--- src/rtl/enlynx_evcnt_if.sv ---
// Snapshot hand-off bundle: the counter block offers a period snapshot,
// the consumer accepts it with snap_ready_i.
interface enlynx_evcnt_if #(
   parameter int NUM_CH = 2,
   parameter int CNT_W  = 32
);
   logic                           snap_valid_o;
   logic                           snap_ready_i;
   logic [NUM_CH-1:0][CNT_W-1:0]   snap_data_o;
   logic [NUM_CH-1:0]              snap_ovf_o;
   logic                           snap_lost_o;

   modport master (
      output snap_valid_o, snap_data_o, snap_ovf_o, snap_lost_o,
      input  snap_ready_i
   );

   modport slave (
      input  snap_valid_o, snap_data_o, snap_ovf_o, snap_lost_o,
      output snap_ready_i
   );
endinterface

--- src/rtl/enlynx_evcnt.sv ---
// Multi-channel event counter with wrap/saturate overflow policy and an
// end-of-period snapshot offered over a valid/ready hand-off.

// One channel: live counter plus sticky overflow flag. cnt_nxt/ovf_nxt are
// the values the channel would take without a period restart; the top
// captures them into the snapshot on eop so the eop-cycle event is kept.
module enlynx_evcnt_lane #(
   parameter int CNT_W    = 32,
   parameter int SAT_MODE = 0
) (
   input  logic             clk,
   input  logic             rst,
   input  logic             inc,
   input  logic             eop,
   input  logic             clear,
   output logic [CNT_W-1:0] cnt,
   output logic             ovf,
   output logic [CNT_W-1:0] cnt_nxt,
   output logic             ovf_nxt
);
   logic at_max;

   assign at_max = (cnt == {CNT_W{1'b1}});

   // Increment step: wrap to 0 or hold at max when full, flag overflow.
   always_comb begin
      cnt_nxt = cnt;
      ovf_nxt = ovf;
      if (inc) begin
         if (at_max) begin
            cnt_nxt = (SAT_MODE != 0) ? {CNT_W{1'b1}} : {CNT_W{1'b0}};
            ovf_nxt = 1'b1;
         end else begin
            cnt_nxt = cnt + 1'b1;
         end
      end
   end

   // Live state: period restart and clear both zero the channel.
   always_ff @(posedge clk) begin
      if (rst || eop || clear) begin
         cnt <= '0;
         ovf <= 1'b0;
      end else begin
         cnt <= cnt_nxt;
         ovf <= ovf_nxt;
      end
   end
endmodule

module enlynx_evcnt #(
   parameter int NUM_CH   = 2,
   parameter int CNT_W    = 32,
   parameter int SAT_MODE = 0
) (
   input  logic                          clk,
   input  logic                          rst,
   input  logic [NUM_CH-1:0]             events_i,
   input  logic                          enable_cnt_i,
   input  logic [NUM_CH-1:0]             ch_mask_i,
   input  logic                          eop_i,
   input  logic                          clear_i,
   output logic [NUM_CH-1:0][CNT_W-1:0]  counters_o,
   output logic [NUM_CH-1:0]             overflow_o,
   enlynx_evcnt_if.master                snap
);
   logic [NUM_CH-1:0]            inc;
   logic [NUM_CH-1:0][CNT_W-1:0] cnt_nxt;
   logic [NUM_CH-1:0]            ovf_nxt;
   logic                         accept;

   assign inc    = {NUM_CH{enable_cnt_i}} & ch_mask_i & events_i;
   assign accept = snap.snap_valid_o & snap.snap_ready_i;

   for (genvar g = 0; g < NUM_CH; g++) begin : g_lane
      enlynx_evcnt_lane #(
         .CNT_W    (CNT_W),
         .SAT_MODE (SAT_MODE)
      ) u_lane (
         .clk     (clk),
         .rst     (rst),
         .inc     (inc[g]),
         .eop     (eop_i),
         .clear   (clear_i),
         .cnt     (counters_o[g]),
         .ovf     (overflow_o[g]),
         .cnt_nxt (cnt_nxt[g]),
         .ovf_nxt (ovf_nxt[g])
      );
   end

   // Snapshot capture: only eop loads; otherwise held stable for the consumer.
   always_ff @(posedge clk) begin
      if (rst) begin
         snap.snap_data_o <= '0;
         snap.snap_ovf_o  <= '0;
      end else if (eop_i) begin
         snap.snap_data_o <= cnt_nxt;
         snap.snap_ovf_o  <= ovf_nxt;
      end
   end

   // Valid: set by eop, dropped by an accepted hand-off; eop wins a tie.
   always_ff @(posedge clk) begin
      if (rst)
         snap.snap_valid_o <= 1'b0;
      else if (eop_i)
         snap.snap_valid_o <= 1'b1;
      else if (accept)
         snap.snap_valid_o <= 1'b0;
   end

   // Lost flag: an unconsumed snapshot got overwritten; clear wins over set.
   always_ff @(posedge clk) begin
      if (rst || clear_i)
         snap.snap_lost_o <= 1'b0;
      else if (eop_i && snap.snap_valid_o && !snap.snap_ready_i)
         snap.snap_lost_o <= 1'b1;
   end
endmodule

--- src/flat_wrapper.sv ---
// flat-port wrapper written by rule: the top's interface ports become plain ports
module enlynx_evcnt_flat 
#(
   parameter int NUM_CH   = 2,
   parameter int CNT_W    = 32,
   parameter int SAT_MODE = 0
)
  (clk, rst, events_i, enable_cnt_i, ch_mask_i, eop_i, clear_i, counters_o, overflow_o, snap_snap_valid_o, snap_snap_data_o, snap_snap_ovf_o, snap_snap_lost_o, snap_snap_ready_i);
  enlynx_evcnt_if #(.NUM_CH(NUM_CH), .CNT_W(CNT_W)) snap_i ();
  input  logic clk;
  input  logic rst;
  input  logic [NUM_CH-1:0] events_i;
  input  logic enable_cnt_i;
  input  logic [NUM_CH-1:0] ch_mask_i;
  input  logic eop_i;
  input  logic clear_i;
  output logic [NUM_CH-1:0][CNT_W-1:0] counters_o;
  output logic [NUM_CH-1:0] overflow_o;
  output wire logic [$bits(snap_i.snap_valid_o)-1:0] snap_snap_valid_o;
  output wire logic [$bits(snap_i.snap_data_o)-1:0] snap_snap_data_o;
  output wire logic [$bits(snap_i.snap_ovf_o)-1:0] snap_snap_ovf_o;
  output wire logic [$bits(snap_i.snap_lost_o)-1:0] snap_snap_lost_o;
  input wire logic [$bits(snap_i.snap_ready_i)-1:0] snap_snap_ready_i;
  assign snap_snap_valid_o = snap_i.snap_valid_o;
  assign snap_snap_data_o = snap_i.snap_data_o;
  assign snap_snap_ovf_o = snap_i.snap_ovf_o;
  assign snap_snap_lost_o = snap_i.snap_lost_o;
  assign snap_i.snap_ready_i = snap_snap_ready_i;
  enlynx_evcnt #(.NUM_CH(NUM_CH), .CNT_W(CNT_W), .SAT_MODE(SAT_MODE)) u_core (.clk(clk), .rst(rst), .events_i(events_i), .enable_cnt_i(enable_cnt_i), .ch_mask_i(ch_mask_i), .eop_i(eop_i), .clear_i(clear_i), .counters_o(counters_o), .overflow_o(overflow_o), .snap(snap_i));
endmodule
--- config.mk ---
export PLATFORM = sky130hd
export DESIGN_NAME = enlynx_evcnt_flat
export DESIGN_NICKNAME = d
export VERILOG_FILES = /design/src/rtl/enlynx_evcnt_if.sv /design/src/rtl/enlynx_evcnt.sv /design/src/flat_wrapper.sv
export SDC_FILE = /design/constraint.sdc
export NUM_CORES = 1
export LEC_CHECK = 0
export ABC_AREA = 1
export CELL_PAD_IN_SITES_DETAIL_PLACEMENT = 1
export CELL_PAD_IN_SITES_GLOBAL_PLACEMENT = 2
export CORE_MARGIN = 2
export CORE_UTILIZATION = 30
export CTS_CLUSTER_SIZE = 40
export DETAILED_ROUTE_END_ITERATION = 8
export HOLD_SLACK_MARGIN = 0.02
export PLACE_DENSITY_LB_ADDON = 0.1
export SYNTH_ARGS = -nofsm -noshare
export SYNTH_HDL_FRONTEND = slang
export SYNTH_SLANG_ARGS = --single-unit
--- constraint.sdc ---
create_clock -name clk -period 3.8 [get_ports clk]
set_input_delay 0.38 -clock clk [delete_from_list [all_inputs] [get_ports clk]]
set_output_delay 0.38 -clock clk [all_outputs]
set_load 0.005 [all_outputs]
==> results_dict.tcl <==
set metrics [dict create \
    nets_in_the_synthesized_netlist 890 \
    detailedRoute.firstIterationViolations 205 \
    path_cells "ha_1 > inv_1 > nor2_1 > nand2_1 > nor2_2 > nand3_4 > nand2_1 > o21ai_0 > nand2_1 > inv_1" \
    tritoncts "yes" \
    synthArstFlopShare_pct 0 \
    layout_worst_path_cycle_share_pct 51.9 \
    min_delay_worst_endpoint "u_core.snap.snap_valid_o$_SDFFE_PP0P_" \
    antenna-diode-count 0 \
    detail_route.wl_per_cell_um 16.6 \
    grt-ovfl-total 0 \
    vias_in_the_first_global_route 6342 \
    final_nets 1025 \
    tightestPinTransition_ps 797 \
    holdCritStartpoint "eop_i" \
    capturing_element_type_of_the_critical_path "flop" \
    cpMaxStageDelayCell "sky130_fd_sc_hd__dfxtp_1" \
    fillCellCount 2529 \
    drt_first_pass_iters 4 \
    cp_slowest_stage_delay_ps 410 \
    yosys.cell_count.top_type "sky130_fd_sc_hd__nand2_1" \
    initial_core_util_pct 30.7 \
    tritoncts.num_buffers 17 \
    synth_edf_count 0 \
    syn-mean-instance-area_um2 7.10 \
    floorplan.die_area_mm2 0.0220 \
    leakagePower_nw 3.07 \
    total_number_of_vias 6150 \
    track_usage_pct 20.1 \
    rows 52 \
    via_per_inst 4.75 \
    hold-worst-slack_ps 408 \
    port_buffers 143 \
    worst-endpoint-arrival_ps 2300 \
    clock_path_buffers 2 \
    worst_clock_skew_ps 11.6 \
    ir_worst_vdd_mv 0.290 \
    final-max-slew-violation-count 0 \
    grt_antenna_before_repair 0 \
    die_outline_width_um 148 \
    fraction_of_final_layout_cells_with_drive_strength_greater_than_1_pct 8.09 \
    cts.repair_timing.setup_buffer_count 0 \
    rr_endpoint "u_core.snap.snap_data_o[6]$_SDFFE_PP0P_" \
    detailed_place_hpwl_um 15900 \
    place_congestion 0.827 \
    syn-cell-area_mm2 0.00623 \
    hold_path.class "primary input to flop" \
    grt_start_max_net_pins 75 \
    setup.reg_to_reg.worst_slack_ps 1830 \
    antenna_left 0 \
    wl_um 21500 \
    hold_buffers 0 \
    ys_dominant_reg_cell "sky130_fd_sc_hd__dfxtp_1" \
    rsz_0062_raised_after_global_routing "no" \
    ctsResizeCount 0 \
    most_frequent_cells_after_synthesis "sky130_fd_sc_hd__nand2_1, sky130_fd_sc_hd__nor2_1, sky130_fd_sc_hd__dfxtp_1, sky130_fd_sc_hd__nand3_1, sky130_fd_sc_hd__inv_1" \
    post_dp_cell_area_mm2 0.00790 \
    post_synthesis_sequential_element_count 134 \
    top_area_cells_in_the_synthesized_netlist "sky130_fd_sc_hd__dfxtp_1, sky130_fd_sc_hd__nand2_1, sky130_fd_sc_hd__nor2_1, sky130_fd_sc_hd__nand3_1, sky130_fd_sc_hd__inv_1" \
    io_pins 144 \
    rr_startpoint "u_core.g_lane[0].u_lane.cnt[1]$_SDFF_PP0_" \
    clock_sink_count 134 \
    worst_setup_path_start_kind "flop" \
    post-route-drc-count 0 \
    fin_setup_tns_ps 0 \
    clock_latency_ps 430 \
    max-cap-violations 0 \
    timing_worst_setup_path_type "flop to flop" \
    fin_crit_ps 1970 \
    run_status "complete, no violations" \
    htree_levels 4 \
    synth_cell_type_count 35 \
    power-per-cell-area_mw_per_mm2 389 \
    clock_tree.root_cell "sky130_fd_sc_hd__clkbuf_16" \
    timing.critical_path.fanout_max 19 \
    worst_ep_required_time_ps 4130 \
    finalSetupViolations 0 \
    ys_warns 0 \
    die_h_um 148 \
    placeableCoreArea_mm2 0.0203 \
    global_route_wire_length_before_repair_um 34200 \
    max-slew-margin-rel_pct 46.8 \
    path_clk_slew_ps 60 \
    critical_path.most_common_cell "sky130_fd_sc_hd__nand2_1" \
    number_of_hold_violations_in_the_final_report 0 \
    r2r.worst_path.cells 10 \
    syn-instance-count 878 \
    synth-seq-area-share_pct 43.0 \
    fmax_mhz 507 \
    fin_area_mm2 0.00849 \
    worst_hold_path.num_cells 3 \
    yosysTopAreaCellShare_pct 43.0 \
    synth.largest_area_cell "sky130_fd_sc_hd__dfxtp_1" \
    area_growth_syn_to_layout_pct 36.1 \
]
[power breakdown]
| group | internal (mW) | leakage, nW | switching, mW |
|---|---|---|---|
| clock | 0.971 | 0.277 | 0.677 |
| sequential | 1.44 | 1.09 | 0.0192 |
| combinational | 0.0927 | 1.70 | 0.0971 |
| total | 2.50 | 3.07 | 0.794 |
[flip-flops by register name (all words and copies together), names as in the netlist]
name / flops
u_core.g_lane.u_lane.cnt: 64
u_core.g_lane.u_lane.ovf: 2
u_core.snap.snap_data_o: 64
u_core.snap.snap_lost_o: 1
u_core.snap.snap_ovf_o: 2
u_core.snap.snap_valid_o: 1
[layout make-up]
type                    count  area [µm²]  area share [%]
repair buffers            148        1480            17.4
multi-input cells         627        3080            36.3
clock inverters            14         154            1.81
flip-flops and latches    134        2680            31.6
inverters                  85         319            3.76
clock buffers              18         429            5.06
well taps                 270         338            3.98
[cells in the final DEF, fill, tap and decap left out, drive strengths merged, types with 10 or more instances in the layout]
cell,count
xor2,10
a21oi,60
dfxtp,134
nand3,102
clkbuf,18
o21ai,57
nand2,179
clkdlybuf4s50,142
nor2,171
o21bai,10
inv,87
[stage by stage]
step	std cells	setup slack (ps)	util [%]	power [mW]
final	1296	1830	41.8	3.30
after global routing	1296	1590	41.8	3.44
after CTS	1296	1790	41.8	3.36
after detailed placement	1264	1370	38.9	1.69
after global placement	1264	1390	38.9	1.68
after floorplan	878	2240	-	1.57
[kinds of logic after synthesis]
family	synth area share [%]
simple gates	35.2
buf+inv	7.59
xor+xnor	2.25
flops	43.0
compound gates	11.5
fa+ha+maj	0.401
[critical path: cells and delay by family (launching register included)]
family / cells / cell delay [ps]
AND/OR/NAND/NOR: 6 / 1090
flip-flops: 1 / 410
adder cells (fa/ha/maj): 1 / 200
buffers and inverters: 2 / 100
AO/OA/AOI/OAI: 1 / 90
[worst max path at each step]
stage | startpoint | end | slack (ps)
final | u_core.g_lane[0].u_lane.cnt[1]$_SDFF_PP0_ | u_core.snap.snap_data_o[6]$_SDFFE_PP0P_ | 1830
after global routing | u_core.g_lane[0].u_lane.cnt[1]$_SDFF_PP0_ | u_core.snap.snap_data_o[6]$_SDFFE_PP0P_ | 1590
after CTS | u_core.g_lane[0].u_lane.cnt[1]$_SDFF_PP0_ | u_core.snap.snap_data_o[6]$_SDFFE_PP0P_ | 1790
after detailed placement | rst | u_core.g_lane[0].u_lane.ovf$_SDFF_PP0_ | 1370
after global placement | rst | u_core.g_lane[1].u_lane.cnt[24]$_SDFF_PP0_ | 1390
after floorplan | u_core.g_lane[0].u_lane.cnt[0]$_SDFF_PP0_ | u_core.snap.snap_data_o[19]$_SDFFE_PP0P_ | 2240
[metal layers]
layer / track usage (%) / share of wire (%)
met5: 0 / 0
met4: 5.67 / 1.2
met3: 4.26 / 3.7
met2: 37.8 / 53
met1: 22.9 / 42
Note: power is estimated with default switching activity, not from simulation.
